**config.mk**
```make
export PLATFORM = sky130hd
export DESIGN_NAME = button_step_gen
export DESIGN_NICKNAME = d
export VERILOG_FILES = /design/src/rtl/button_step_gen.sv
export SDC_FILE = /design/constraint.sdc
export NUM_CORES = 1
export LEC_CHECK = 0
export CORE_MARGIN = 3
export CORE_UTILIZATION = 39
export CTS_CLUSTER_SIZE = 30
export DETAILED_ROUTE_END_ITERATION = 8
export PLACE_DENSITY = 0.57
export SYNTH_ARGS = -nofsm -noshare
export SYNTH_HDL_FRONTEND = slang
export SYNTH_SLANG_ARGS = --single-unit
```
**constraint.sdc**
```tcl
create_clock -name clk -period 3.55 [get_ports clk]
set_input_delay 0.71 -clock clk [delete_from_list [all_inputs] [get_ports clk]]
set_output_delay 0.71 -clock clk [all_outputs]
set_load 0.02 [all_outputs]
```
**src/rtl/button_step_gen.sv**
```systemverilog
// Push-button conditioner: 2-flop synchronizer, counting debouncer, and a press/hold/repeat
// FSM that emits single-cycle step pulses for a downstream counter enable.
module button_step_gen #(
  parameter int unsigned DEBOUNCE_CYCLES = 16,
  parameter int unsigned REPEAT_DELAY    = 64,
  parameter int unsigned REPEAT_PERIOD   = 16,
  parameter int unsigned TIMER_W         = 8
) (
  input  logic clk,
  input  logic rst,
  input  logic btn_in,
  input  logic repeat_en,
  output logic step,
  output logic btn_level,
  output logic holding
);

  localparam logic [1:0] IDLE   = 2'd0;
  localparam logic [1:0] HOLD   = 2'd1;
  localparam logic [1:0] REPEAT = 2'd2;

  localparam logic [TIMER_W-1:0] DbLast    = TIMER_W'(DEBOUNCE_CYCLES - 1);
  localparam logic [TIMER_W-1:0] DelayLoad = TIMER_W'(REPEAT_DELAY - 1);
  localparam logic [TIMER_W-1:0] PerLoad   = TIMER_W'(REPEAT_PERIOD - 1);

  logic               sync1, sync2;
  logic [TIMER_W-1:0] db_cnt, rpt_cnt;
  logic [1:0]         state;
  logic               differ, commit, rise_commit, fall_commit;

  assign differ      = (sync2 != btn_level);
  assign commit      = differ && (db_cnt == DbLast);
  assign rise_commit = commit && sync2;
  assign fall_commit = commit && !sync2;

  always_ff @(posedge clk) begin
    if (rst) begin
      sync1     <= 1'b0;
      sync2     <= 1'b0;
      db_cnt    <= '0;
      btn_level <= 1'b0;
    end else begin
      sync1 <= btn_in;
      sync2 <= sync1;
      if (!differ) begin
        db_cnt <= '0;
      end else if (commit) begin
        btn_level <= sync2;
        db_cnt    <= '0;
      end else begin
        db_cnt <= db_cnt + 1'b1;
      end
    end
  end

  // step is a default-low registered pulse; every branch that fires it reloads a nonzero timer,
  // so two back-to-back pulses cannot occur.
  always_ff @(posedge clk) begin
    if (rst) begin
      state   <= IDLE;
      rpt_cnt <= '0;
      step    <= 1'b0;
      holding <= 1'b0;
    end else begin
      step <= 1'b0;
      unique case (state)
        IDLE: begin
          if (rise_commit) begin
            step    <= 1'b1;
            rpt_cnt <= DelayLoad;
            state   <= HOLD;
            holding <= 1'b1;
          end
        end
        HOLD: begin
          if (fall_commit) begin
            rpt_cnt <= '0;
            state   <= IDLE;
            holding <= 1'b0;
          end else if (rpt_cnt != '0) begin
            rpt_cnt <= rpt_cnt - 1'b1;
          end else if (repeat_en) begin
            step    <= 1'b1;
            rpt_cnt <= PerLoad;
            state   <= REPEAT;
          end
        end
        REPEAT: begin
          if (fall_commit) begin
            rpt_cnt <= '0;
            state   <= IDLE;
            holding <= 1'b0;
          end else if (!repeat_en) begin
            // Parked in HOLD with an expired timer so pulses resume as soon as enabled again.
            rpt_cnt <= '0;
            state   <= HOLD;
          end else if (rpt_cnt == '0) begin
            step    <= 1'b1;
            rpt_cnt <= PerLoad;
          end else begin
            rpt_cnt <= rpt_cnt - 1'b1;
          end
        end
        default: begin
          rpt_cnt <= '0;
          state   <= IDLE;
          holding <= 1'b0;
        end
      endcase
    end
  end

endmodule

```
# Word-level counts from Yosys, hierarchy flattened
# Index checks and enable logic that the tools add are counted.
# word_totals
regBits,23
word_cells,60
input_bits,4
out_inout_bits,3
# classes
reduce_logical,13
n_addsub,2
eq_ne,10
muxes,26
n_bitwise,1
# ops
op,n
8-bit 2-to-1 mux,7
8-bit case mux with 3 select lines,1
2-bit 2-to-1 mux,6
1-bit 2-to-1 mux,9
3-bit != test (second input constant),3
8-bit by 1-bit adder with 8-bit output (second input constant),1
8-bit by 4-bit == test with 1-bit output (second input constant),1
8-bit zero test,1
8-bit nonzero test,1
8-bit by 1-bit subtractor with 8-bit output (second input constant),1
2-bit case mux with 3 select lines,1
2-bit AND reduction,3
4-bit != test (second input constant),1
4-bit AND reduction,1
1-bit logical AND,3
1-bit case mux with 3 select lines,1
3-bit OR reduction,1
2-bit by 1-bit == test with 1-bit output (second input constant),1
2-bit == test (second input constant),1
2-bit zero test,1
2-bit by 1-bit != test with 1-bit output (second input constant),1
2-bit != test (second input constant),1
1-bit case mux with 2 select lines,1
2-bit OR reduction,1
3 further kinds,3

# Logic depth before layout (Yosys ltp)
# Gate-level depths: netlist of the first run.
# depth
ltp_word,5
mapped_depth,8
mapped_depth_nobuf,7

# Worst setup path before layout of the first run
# Ideal clock, no wire load.
# synth_path
path_kind,register -> register
start,reg db_cnt[6]
end,reg rpt_cnt[2]
synth_period_minus_slack_ns,2.139
n_path_buf,1
t_required_ns,3.481
arrival_ns,2.070
setup_slack_ns,1.411
setup_time_ns,0.069
stages_incl_launch_ff,7
cell_sequence,dfxtp_1 -> or4_1 -> buf_2 -> or3_4 -> a41o_1 -> or3_4 -> o21ai_1
# synth_via
elab_chain_cells,5
word_cells_on_any_way,10
classes_between,eq/ne: 3; mux: 3; reduce/logical: 4
# synth_lines
element,line,source
"start, declared",27,"logic [TIMER_W-1:0] db_cnt, rpt_cnt;"
"start signal, assigned",51,db_cnt <= db_cnt + 1'b1;
8-bit by 4-bit == test with 1-bit output (*),32,assign commit = differ && (db_cnt == DbLast);
1-bit logical AND (*),32,
1-bit logical AND (on tied branches),"34, 33",
8-bit 2-to-1 mux (tied with other cells),89,if (fall_commit) begin
8-bit case mux with 3 select lines / 2-bit AND reduction (equally long branches),n/a,
"end signal, assigned",70,rpt_cnt <= DelayLoad;
"end signal, assigned",99,rpt_cnt <= PerLoad;
"end signal, assigned",101,rpt_cnt <= rpt_cnt - 1'b1;
"end, declared",27,
# Mark *: on every way between the ends. The rest lies on a longest branch, timed or not.
# A chain may end at the register's enable or synchronous reset.

# Final worst setup path of the first run
# layout_path
start,reg db_cnt[6]
end,reg rpt_cnt[3]
# The elaborated chain is that of the path after synthesis.

==> metrics, run 1 <==
mapped cell area=0.00125 mm2; clock skew=0.00714 ns; Unique masters post-synth=40; TritonRoute pass-1 iters=4; Std-Cell Rows=19; Synth Instances=146; Seq/Total Area, Yosys=36.9%; post-layout min period=roughly 2.4 ns; setup TNS=0 ns; Final Hold Viols=0; Worst Path Arrival=2.69 ns; IO buf count=6; Yosys top cell by area=dfxtp_1; detailed placer's ending HPWL=1.70 mm; commonest non-fill, non-tap cell in the layout=dfxtp_1; root buf cell=clkbuf_4; placed cell count=roughly 190; CTS sink cnt=23; routed vias/inst=5.21; Leakage=around 0.52 nW; area growth from synthesis to layout=8.02%; Switch Pwr=roughly 0.33 mW; f_max=0.409 GHz; chip width=62.6 um; Total Routing Usage GR=12.5%; yosys warns=0; share of the synthesized area in the top cell type=36.9%; register area=460 um2; Post-DRT Antenna Nets=0; r2r setup slk=1.10 ns; # diodes=0; Clk network pwr share=15.0%; status=completed; vias in the first global route=903; 1st-iter DRT viols=56; CTS-repair resized insts=0; critical-path maximum fanout=13; Slew Viols, Final=0; worst vdd ir=0.000308 V; Residual DRC=0; GP Congestion=0.757; wire per inst=around 12 um; slew margin rel.=about 57%; number of synthesized flops with an enable pin=0; fin cells=192; Max clock buf depth=2; largest net degree at the start of global routing=21; Worst Tran Pin Value=between 0.6 and 0.7 ns; Gate power share=45.7%; HP Class=reg -> reg; Hold Buf Count CTS=0; Multi-input gate area=718 um2; post-route clock period utilization=68.9%; core area=0.00290 mm2; max_cap viols=0; initial antenna violation count=0; syn avg cell area=8.54 um2; Die H=about 63 um; Post-Route WL=2.27 mm; startpoint types=flop; ratio of cells with drive above 1 in the final layout=9.33%; Top FF cell, synth=dfxtp_1; Starting Density=43.0%; net count after synthesis=157; vias post-DR=1001; FF-to-FF Start=db_cnt[6]; most frequent cells in the layout=dfxtp_1 (23), nor2_1 (20), a21oi_1 (10); Overflow after GRT=0; Pint=0.484 mW; Async SR Flop Fraction=0%; Worst Setup SP=db_cnt[6]; CTS tree=built; CP Capture Type=flop; Nets=162; RSZ-0062 raised after global routing=no; CTS H-tree depth=1; die area=0.00391 mm2; Post-CTS Setup Inserts=0; Net Sw Frac=40.8%; cts bufs inserted=3; clock latency on the worst-skew pair=0.31 ns; Sequential Power Share=about two fifths; critical path data required time=around 3.8 ns; main area contributors after synthesis=dfxtp_1 (37%), ha_1 (7.0%), nor2_1 (6.0%), xnor2_1 (4.2%), a21oi_1 (4.0%); # setup viols final=0; fillcell total=306; Pwr Density=around 610 mW/mm2; first-pass GRT wire length=4.01 mm; Fin Hold WS=0.448 ns; I/O pin count=7; Synth Register Bits=23; HP Start=db_cnt[0]; crit path kind=reg -> reg; clock-pin slew on the worst setup and hold paths=0.13 ns
[power groups by stage]
stage | clock network [mW] | logic, mW | registers [mW]
detailed placement | 0 | 0.372 | 0.328
global placement | 0 | 0.368 | 0.328
global route | 0.143 | 0.420 | 0.327
finish | 0.123 | 0.373 | 0.321
floorplan | 0 | 0.317 | 0.319
CTS | 0.133 | 0.374 | 0.322
[registers in the layout (all words and copies together) (netlist names)]
register and count:
holding 1, btn_level 1, sync2 1, state 2, sync1 1, db_cnt 8
rpt_cnt 8, step 1
[cells by family after synthesis]
family	synth area share (%)
and+or+nand+nor	27.7
buffers and inverters	5.52
muxes	1.71
DFF	36.9
adders and majority gates	7.02
AOI/OAI and AO/OA	14.8
xor gates and xnor gates	6.32
[Yosys cell counts (2+ instances only)]
cell      number
dfxtp_1       23
nor2_1        20
a21oi_1       10
nand2_1        9
ha_1           7
inv_1          7
nand3b_1       6
xnor2_1        6
nand3_1        5
nor3_1         4
nor4_1         4
o21ai_0        4
o21ai_1        4
xor2_1         3
a21o_1         2
buf_2          2
clkbuf_1       2
nand2b_1       2
nor2b_1        2
or2b_2         2
or3_4          2
or4_1          2
[metal layers]
metal | part of all wire (%) | wire (um) | vias to the layer above | GRT usage, %
met1 | 47 | 1060 | 475 | 15.4
met3 | 2.5 | 57 | 2 | 3.78
met4 | 0.75 | 17 | 0 | 4.13
met5 | 0 | 0 | - | 0
li1 | - | - | 514 | -
met2 | 50 | 1140 | 10 | 20.8
[path summary, 6_finish.rpt]
path | to | cells past startpoint
worst max-delay path | rpt_cnt[3] | 5
worst min-delay path | db_cnt[0] | 1
worst max register to register | rpt_cnt[3] | 5
worst min register to register | db_cnt[0] | 1
[critical path, stage by stage, from the launching register on]
cell and delay (ns):
dfxtp_1 0.35, or4_1 0.65, or3_4 0.45, a41o_1 0.39, or3_4 0.40, o21ai_1 0.14
[area by class of cell]
| cell class | instances | area share, % |
|---|---|---|
| multi-input combinational | 110 | 53.3 |
| sequential | 23 | 34.2 |
| timing repair buffer | 6 | 4.46 |
| tap | 42 | 3.90 |
| inverter | 7 | 1.95 |
| clock buffer | 3 | 1.67 |
| clock inverter | 1 | 0.557 |
[per-stage QoR]
step                setup slack, ns  power, mW  cell area [um2]  util [%]
finish                         1.10      0.817             1350      46.5
CTS                            1.10      0.828             1350      46.5
global route                   1.00      0.889             1350      46.5
floorplan                      1.41      0.636             1250         -
global placement               1.19      0.696             1320      45.4
detailed placement             1.15      0.700             1320      45.4
Power figures use the tool's default switching activity.
==> run 2: changes to the inputs <==
Clock period 3.55 ns to 2.3 ns, I/O delays scaled along.
==> run 2 against run 1 <==
Effect of this change: sequential power rose by 54%; via count rose by 2.8%; register-to-register slack got worse by 1.0 ns.
==> metrics, run 2 (same netlist as run 1, synthesis figures left out) <==
critical path data required time=2.56 ns; CTS H-tree depth=1; vias post-DR=approximately 1000; Worst Tran Pin Value=roughly 0.61 ns; cts bufs inserted=3; Nets=~170; clock latency on the worst-skew pair=0.31 ns; slew margin rel.=between 50% and 60%; Pwr Total=approximately 1.3 mW; Slew Viols, Final=0; CTS tree=built; RSZ-0062 raised after global routing=no; detailed placer's ending HPWL=1.84 mm; final setup margin=0.0991 ns; placed cell area=about 0.0014 mm2; core area=0.00290 mm2; max_cap viols=0; root buf cell=clkbuf_4; Final Hold Viols=0; CTS sink cnt=23; Multi-input gate area=723 um2; Worst Path Arrival=2.46 ns; Final Cell Area=approximately 0.0014 mm2; CP Capture Type=flop; largest net degree at the start of global routing=20; HP Class=reg -> reg; Post-DRT Antenna Nets=0; initial antenna violation count=0; vias in the first global route=950; startpoint types=flop; Residual DRC=0; Overflow after GRT=0; clock skew=roughly 0.0036 ns; commonest non-fill, non-tap cell in the layout=dfxtp_1; IO buf count=6; Max clock buf depth=2; setup TNS=0 ns; GP Congestion=0.747; routed vias/inst=5.22; worst vdd ir=0.000526 V; post-layout min period=between 2 and 2.5 ns; Leakage=0.541 nW; die area=0.00391 mm2; TritonRoute pass-1 iters=4; f_max=0.454 GHz; 1st-iter DRT viols=a little over 40; register area=460 um2; Std-Cell Rows=19; critical-path maximum fanout=10; ratio of cells with drive above 1 in the final layout=between 10% and 20%; largest registers=db_cnt (8), rpt_cnt (8), state (2); # setup viols final=0; most frequent cells in the layout=dfxtp_1 (23), nor2_1 (20), a21oi_1 (10); clock-pin slew on the worst setup and hold paths=approximately 0.13 ns; I/O pin count=7; Post-CTS Setup Inserts=0; chip width=62.6 um; fillcell total=301; crit path kind=reg -> reg; area growth from synthesis to layout=11.2%; status=completed; first-pass GRT wire length=between 4 and 5 mm; Starting Density=43.0%; Pwr Density=916 mW/mm2; post-route clock period utilization=95.7%; wire per inst=12.2 um; # diodes=0; DP Worst Slack=0.0491 ns; Die H=62.6 um; Total Routing Usage GR=13.1%; Post-Route WL=2.41 mm
[run 2: metal layers]
metal / up-vias / track usage, % / share of wire [%]
met1: 492 / 15.2 / 46
met2: 11 / 24.1 / 50
met4: 0 / 1.65 / 0.58
met5: - / 0 / 0
met3: 2 / 3.78 / 3.3
li1: 524 / - / -
[run 2: path summary, 6_finish.rpt]
kind	start	to	slack (ns)	cells after the start
max reg2reg	db_cnt[6]	rpt_cnt[2]	0.1	5
min reg2reg	sync1	sync2	0.45	1
max	db_cnt[6]	rpt_cnt[2]	0.1	5
min	sync1	sync2	0.45	1
[run 2: final cells by class]
class | count | share of cell area, %
inverter | 7 | 1.89
clock buffer | 3 | 1.62
multi-input combinational | 110 | 52.1
timing repair buffer | 11 | 7.03
sequential | 23 | 33.2
tap | 42 | 3.79
clock inverter | 1 | 0.361
[run 2: stage by stage]
step                      utilization (%)  instances  hold WS, ns
after global placement               46.7        193        0.426
final                                47.8        197        0.455
after global routing                 47.8        197        0.467
after detailed placement             46.7        193        0.428
after floorplan                         -        146        0.413
after CTS                            47.7        197        0.459
[run 2: what timing repair did]
action | 4_1_cts | 5_1_grt
hold buffers | 0 | 0
endpoints found under the setup margin | 0 | 5
resized for setup | 0 | 2
[run 2: report_power, final]
| part | leakage [nW] | switching (mW) | total (mW) | internal (mW) |
|---|---|---|---|---|
| Clock | 0.0177 | 0.122 | 0.187 | 0.0650 |
| Combinational | 0.337 | 0.342 | 0.590 | 0.248 |
| Sequential | 0.186 | 0.0509 | 0.494 | 0.443 |
| Total | 0.541 | 0.515 | 1.27 | 0.756 |
[run 2: worst max-delay path: stages (launching register included)]
cell     delay [ns]
dfxtp_1        0.36
or4_4          0.57
or3_4          0.38
a41o_2         0.35
or3_4          0.36
o21ai_1        0.13
